**config.mk**
```make
export PLATFORM = sky130hd
export DESIGN_NAME = digit_buffer_flat
export DESIGN_NICKNAME = d
export VERILOG_FILES = /design/src/rtl/digit_buffer_if.sv /design/src/rtl/digit_buffer.sv /design/src/flat_wrapper.sv
export SDC_FILE = /design/constraint.sdc
export NUM_CORES = 1
export LEC_CHECK = 0
export BUFFER_PORTS_ARGS = -buffer_cell sky130_fd_sc_hd__buf_4
export CORE_UTILIZATION = 30
export DETAILED_ROUTE_END_ITERATION = 7
export HOLD_SLACK_MARGIN = 0.02
export PLACE_DENSITY = 0.44
export SYNTH_ARGS = -nofsm -noshare
export SYNTH_HDL_FRONTEND = slang
export SYNTH_SLANG_ARGS = --single-unit
```
**constraint.sdc**
```tcl
create_clock -name clk -period 3.1 [get_ports clk]
set_input_delay 0.155 -clock clk [delete_from_list [all_inputs] [get_ports clk]]
set_output_delay 0.155 -clock clk [all_outputs]
set_load 0.02 [all_outputs]
```
**src/rtl/digit_buffer_if.sv**
```systemverilog
// Write/replay bus of the digit buffer: counter-side digit writes in, valid/ready digit stream out.
// master drives the write and request side; slave is the buffer itself.
interface digit_buffer_if #(
  parameter int unsigned ADDR_W  = 9,
  parameter int unsigned DIGIT_W = 2
);
  logic               enable;
  logic               write_enable;
  logic [ADDR_W-1:0]  wr_addr;
  logic [DIGIT_W-1:0] wr_digit;
  logic               rd_start;
  logic [ADDR_W:0]    rd_len;
  logic               out_valid;
  logic               out_ready;
  logic [DIGIT_W-1:0] out_digit;
  logic               out_last;
  logic               busy;
  logic [ADDR_W:0]    fill;
  logic               rd_err;
  logic               bad_digit;

  modport master (
    output enable, write_enable, wr_addr, wr_digit, rd_start, rd_len, out_ready,
    input  out_valid, out_digit, out_last, busy, fill, rd_err, bad_digit
  );

  modport slave (
    input  enable, write_enable, wr_addr, wr_digit, rd_start, rd_len, out_ready,
    output out_valid, out_digit, out_last, busy, fill, rd_err, bad_digit
  );
endinterface

```
**src/rtl/digit_buffer.sv**
```systemverilog
// Stores signed result digits at counter-supplied addresses and replays a prefix of them,
// address 0 first, over a valid/ready stream (one digit every two cycles).
module digit_buffer #(
  parameter int unsigned ADDR_W  = 9,
  parameter int unsigned DEPTH   = 512,
  parameter int unsigned DIGIT_W = 2
) (
  input logic           clk,
  input logic           rst,
  digit_buffer_if.slave bus
);
  typedef enum logic [1:0] {StIdle, StFetch, StPresent} state_e;

  localparam logic [ADDR_W:0] LenOne = (ADDR_W + 1)'(1);

  logic [DIGIT_W-1:0] mem_q [DEPTH];

  state_e             state_q;
  logic [ADDR_W-1:0]  rd_addr_q;
  logic [ADDR_W:0]    len_q;
  logic               out_valid_q;
  logic [DIGIT_W-1:0] out_digit_q;
  logic               out_last_q;
  logic               rd_err_q;
  logic [ADDR_W:0]    fill_q, fill_d;
  logic               bad_q;

  logic               wr_en;
  logic               wr_illegal;
  logic [DIGIT_W-1:0] wr_data;
  logic [ADDR_W:0]    wr_next;
  logic               len_ok;

  assign wr_en      = bus.enable && bus.write_enable;
  assign wr_illegal = &bus.wr_digit;
  assign wr_data    = wr_illegal ? '0 : bus.wr_digit;
  assign wr_next    = {1'b0, bus.wr_addr} + LenOne;
  assign len_ok     = (bus.rd_len != '0) && (bus.rd_len <= fill_q);

  // wr_next never exceeds DEPTH, so the max alone saturates fill and survives counter wrap.
  always_comb begin
    fill_d = fill_q;
    if (wr_en && (wr_next > fill_q)) begin
      fill_d = wr_next;
    end
  end

  // Storage is never cleared; fill gates what may be read back.
  always_ff @(posedge clk) begin
    if (wr_en) begin
      mem_q[bus.wr_addr] <= wr_data;
    end
  end

  always_ff @(posedge clk or posedge rst) begin
    if (rst) begin
      state_q     <= StIdle;
      rd_addr_q   <= '0;
      len_q       <= '0;
      out_valid_q <= 1'b0;
      out_digit_q <= '0;
      out_last_q  <= 1'b0;
      rd_err_q    <= 1'b0;
      fill_q      <= '0;
      bad_q       <= 1'b0;
    end else begin
      fill_q   <= fill_d;
      bad_q    <= bad_q | (wr_en & wr_illegal);
      rd_err_q <= 1'b0;
      unique case (state_q)
        StIdle: begin
          if (bus.rd_start) begin
            if (len_ok) begin
              len_q     <= bus.rd_len;
              rd_addr_q <= '0;
              state_q   <= StFetch;
            end else begin
              rd_err_q <= 1'b1;
            end
          end
        end
        // Reading here, before any same-edge write lands, gives read-before-write.
        StFetch: begin
          out_digit_q <= mem_q[rd_addr_q];
          out_valid_q <= 1'b1;
          out_last_q  <= ({1'b0, rd_addr_q} == (len_q - LenOne));
          state_q     <= StPresent;
        end
        StPresent: begin
          if (bus.out_ready) begin
            out_valid_q <= 1'b0;
            if (out_last_q) begin
              out_last_q <= 1'b0;
              state_q    <= StIdle;
            end else begin
              rd_addr_q <= rd_addr_q + ADDR_W'(1);
              state_q   <= StFetch;
            end
          end
        end
        default: state_q <= StIdle;
      endcase
    end
  end

  assign bus.out_valid = out_valid_q;
  assign bus.out_digit = out_digit_q;
  assign bus.out_last  = out_last_q;
  assign bus.busy      = (state_q != StIdle);
  assign bus.fill      = fill_q;
  assign bus.rd_err    = rd_err_q;
  assign bus.bad_digit = bad_q;
endmodule

```
**src/flat_wrapper.sv**
```systemverilog
// flat-port wrapper written by rule: the top's interface ports become plain ports
module digit_buffer_flat 
#(
  parameter int unsigned ADDR_W  = 9,
  parameter int unsigned DEPTH   = 512,
  parameter int unsigned DIGIT_W = 2
)
  (clk, rst, bus_enable, bus_write_enable, bus_wr_addr, bus_wr_digit, bus_rd_start, bus_rd_len, bus_out_ready, bus_out_valid, bus_out_digit, bus_out_last, bus_busy, bus_fill, bus_rd_err, bus_bad_digit);
  digit_buffer_if #(.ADDR_W(ADDR_W), .DIGIT_W(DIGIT_W)) bus_i ();
  input logic clk;
  input logic rst;
  input wire logic [$bits(bus_i.enable)-1:0] bus_enable;
  input wire logic [$bits(bus_i.write_enable)-1:0] bus_write_enable;
  input wire logic [$bits(bus_i.wr_addr)-1:0] bus_wr_addr;
  input wire logic [$bits(bus_i.wr_digit)-1:0] bus_wr_digit;
  input wire logic [$bits(bus_i.rd_start)-1:0] bus_rd_start;
  input wire logic [$bits(bus_i.rd_len)-1:0] bus_rd_len;
  input wire logic [$bits(bus_i.out_ready)-1:0] bus_out_ready;
  output wire logic [$bits(bus_i.out_valid)-1:0] bus_out_valid;
  output wire logic [$bits(bus_i.out_digit)-1:0] bus_out_digit;
  output wire logic [$bits(bus_i.out_last)-1:0] bus_out_last;
  output wire logic [$bits(bus_i.busy)-1:0] bus_busy;
  output wire logic [$bits(bus_i.fill)-1:0] bus_fill;
  output wire logic [$bits(bus_i.rd_err)-1:0] bus_rd_err;
  output wire logic [$bits(bus_i.bad_digit)-1:0] bus_bad_digit;
  assign bus_i.enable = bus_enable;
  assign bus_i.write_enable = bus_write_enable;
  assign bus_i.wr_addr = bus_wr_addr;
  assign bus_i.wr_digit = bus_wr_digit;
  assign bus_i.rd_start = bus_rd_start;
  assign bus_i.rd_len = bus_rd_len;
  assign bus_i.out_ready = bus_out_ready;
  assign bus_out_valid = bus_i.out_valid;
  assign bus_out_digit = bus_i.out_digit;
  assign bus_out_last = bus_i.out_last;
  assign bus_busy = bus_i.busy;
  assign bus_fill = bus_i.fill;
  assign bus_rd_err = bus_i.rd_err;
  assign bus_bad_digit = bus_i.bad_digit;
  digit_buffer #(.ADDR_W(ADDR_W), .DEPTH(DEPTH), .DIGIT_W(DIGIT_W)) u_core (.clk(clk), .rst(rst), .bus(bus_i));
endmodule
```
==> summary.txt <==
Logic synthesis
  • Most common cell in the netlist: edfxtp_1
  • Synth area leader: edfxtp_1
  • Asr flop ratio synth: 0.0349
  • Synthesized net count: 2,689
  • Most frequent cells after synthesis: edfxtp_1 (1,024), nor2_1 (558), mux4_2 (245)
  • Synth Register Bits: 1,061
  • Yosys top cell area share: 0.695
  • Netlist Area Pre-Place: roughly 44,000 um^2
  • Synth top area cells: edfxtp_1 (70%), mux4_2 (12%), nor2_1 (4.7%)
  • Syn avg cell area: 16.8 um^2
  • Register area share after synthesis: 0.716
  • Synth warn: 0
  • Synthesized instance count: 2,636
  • Ys flop type: edfxtp_1
  • Distinct cells, synth: 61
  • Post-synth EDFFs: slightly above 1k

Global routing
  • Largest net degree at the start of global routing: 157
  • Initial antenna violation count: 4
  • First-pass GRT wire length: 189,000 um
  • Gr usage total: 0.177
  • GRT overflow: 0
  • Vias in the first global route: between 20k and 30k

Power and ir drop
  • PwrDens: between 700 and 800 nW/um^2
  • NetSw: 9.98 mW
  • Worst vdd ir: 0.000469 V
  • Internal power: around 27 mW
  • Leak Pwr: 14.9 nW
  • Combinational power share: 0.201
  • Sequential power share: 0.432
  • Clock network fraction of design power: 0.367
  • Switching share of power: 0.267

Die
  • Die X: 386 um
  • Die area: 149,000 um^2
  • Core area: 146,000 um^2
  • Placement Rows: 140
  • Boundary pin count: 44
  • Initial core utilization: 0.303
  • Die height: 386 um

STA
  • Max_slew headroom: 0.328
  • Final Max Tran Viols: 0
  • RSZ-0062 raised after global routing: yes
  • Final setup margin: 0.0888 ns
  • Setup Viol. Count Final: 0
  • Final hold vios: 0
  • Setup_tns: 0 ns
  • Max Clk Rate: 332 MHz
  • Tcrit/Tclk final: 0.971
  • Layout Skew: 0.0269 ns
  • Worst-Margin Slew: 1.01 ns
  • WHS: 0.0747 ns
  • Tmin final: about 3 ns

Detailed routing
  • DR pass1 iterations: 6
  • Wire per inst: 27.1 um
  • Vias: 24.9k
  • Total Wirelength: ~130,000 um
  • Vias per Instance: 5.11
  • Initial DRC count: approximately 2.3k
  • Remaining antenna violation count: 0
  • Drt drc: 0

Setup path
  • Arrival @ worst endpoint: 3.63 ns
  • Critical path type: flop to flop
  • CP required: 3.72 ns
  • Critical path peak fanout: 9
  • Worst setup EP type: flop
  • Crit path launch type: flop

Cells and area
  • # nets final: 2,907
  • Area Overhead vs Synth: 18.2%
  • Antenna cells: 0
  • Layout cell share with drive strength beyond 1: 0.249

Clock network
  • CTS tree: done
  • Clock insertion delay at the later pin of the skew report: about 0.73 ns
  • CTS H-Tree Depth: 3
  • Clock root buffer: clkbuf_16
  • CTS Buffer Depth: 3
  • CTS sink count: around 1.1k
  • Clock slew at reported path FFs: 0.06 ns
  • CTS Buf Count: 115

Placement
  • Pre-CTS setup slack: -0.291 ns
  • Dpl hpwl: 81,900 um
  • IO buf count: 43
  • Final GP Congestion: 0.818

Worst hold path
  • Min-delay worst type: primary input to asynchronous set/reset pin

Run
  • Max_cap viols: 0

Outcome
  • Status: complete, no violations
[routing by layer]
layer	GRT usage	vias to the layer above	routed length (um)
li1	-	10700	-
met1	0.242	13200	58000
met2	0.291	787	63400
met3	0.0303	160	7520
met4	0.0492	2	2970
met5	0	-	11
[placed cells by master (no fill, tap or decap), types with 6 or more instances in the layout]
cell type         n
inv_1            23
a221oi_1          6
xor2_1            7
nor4_1            7
nand2_2          15
buf_4           213
nand3_1          24
mux4_2          245
clkbuf_1         22
nor3_1           17
nand4_1          10
xnor2_1          17
clkinv_1         30
nand2_1          92
a211oi_1         19
bufinv_16        13
o21ai_0          26
and2_1            7
a22oi_1          20
a31oi_1          11
edfxtp_1       1024
clkbuf_16       117
mux2i_1          56
buf_12           39
dfrtp_1          33
nand2b_1          8
nor2_1          558
nor2b_1          18
o22ai_1          18
a21oi_1          36
ha_1             26
clkinv_2         25
mux2_2           29
and3_1            7
dlygate4sd3_1    29
[layout make-up]
cell class                      count  area [um^2]
Tap cell                         1917         2400
Inverter                           27          103
Fill cell                       13800        93800
Sequential cell                  1061        31700
Multi-Input combinational cell   1364        11600
Clock inverter                     72          739
Timing Repair Buffer              285         2730
Clock buffer                      139         3010
[power by group through the flow]
stage / Combinational [mW] / Sequential [mW] / Clock, mW
floorplan: 4.90 / 16.5 / 0
global placement: 7.40 / 16.5 / 0
detailed placement: 7.46 / 16.5 / 0
CTS: 7.60 / 16.2 / 14.0
global route: 8.05 / 16.2 / 14.5
finish: 7.52 / 16.2 / 13.7
[repair_timing]
action                     in CTS  in global routing
hold buffers                   29                  0
setup endpoints to repair       2                  4
hold endpoints to repair       78                  0
pin swaps                       2                  0
setup buffers                   3                  0
gates resized for setup         3                 13
[cell families (layout without fill, tap and decap cells)]
kind of cell	after synthesis	count (layout)	synth area share
AOI/OAI and AO/OA	196	196	0.0302
xor gates and xnor gates	24	24	0.00475
adders and majority gates	26	26	0.00735
buffers and inverters	211	523	0.0235
DFF	1061	1061	0.716
muxes	333	333	0.145
and+or+nand+nor	785	785	0.0727
[sequential cells by signal (all words and copies together), names as in the netlist]
signal,cells
u_core.bus.bad_digit,1
u_core.bus.fill,10
u_core.bus.out_digit,2
u_core.bus.out_last,1
u_core.bus.out_valid,1
u_core.bus.rd_err,1
u_core.len_q,10
u_core.mem_q,1024
u_core.rd_addr_q,9
u_core.state_q,2
[final timing paths]
path | to | slack [ns] | cells after the start | from
worst max-delay path | u_core.bus.out_digit[1] | 0.09 | 10 | u_core.rd_addr_q[0]
worst min-delay path | u_core.len_q[6] | 0.07 | 3 | rst
worst max register to register | u_core.bus.out_digit[1] | 0.09 | 10 | u_core.rd_addr_q[0]
worst min register to register | u_core.len_q[8] | 0.55 | 1 | u_core.len_q[8]
max in group asynchronous | u_core.rd_addr_q[1] | 2.27 | 4 | rst
min in group clk | u_core.state_q[1] | 0.22 | 3 | bus_out_ready
[critical path: stages (launching register included)]
cell	delay (ns)
dfrtp_4	0.42
buf_12	0.15
buf_12	0.15
buf_4	0.23
mux4_2	0.55
mux2i_1	0.32
o2111ai_1	0.24
o311ai_0	0.43
buf_4	0.18
a31o_2	0.18
a21oi_1	0.05
[metrics by stage]
| step | power (mW) | instance area [um^2] | std cells | utilization |
|---|---|---|---|---|
| floorplan | 21.4 | 44300 | 2636 | - |
| global placement | 23.9 | 48200 | 4624 | 0.330 |
| detailed placement | 24.0 | 48200 | 4624 | 0.330 |
| CTS | 37.8 | 52200 | 4865 | 0.358 |
| global route | 38.7 | 52300 | 4865 | 0.358 |
| finish | 37.4 | 52300 | 4865 | 0.358 |
No activity file was read; power rests on OpenSTA's default activity.
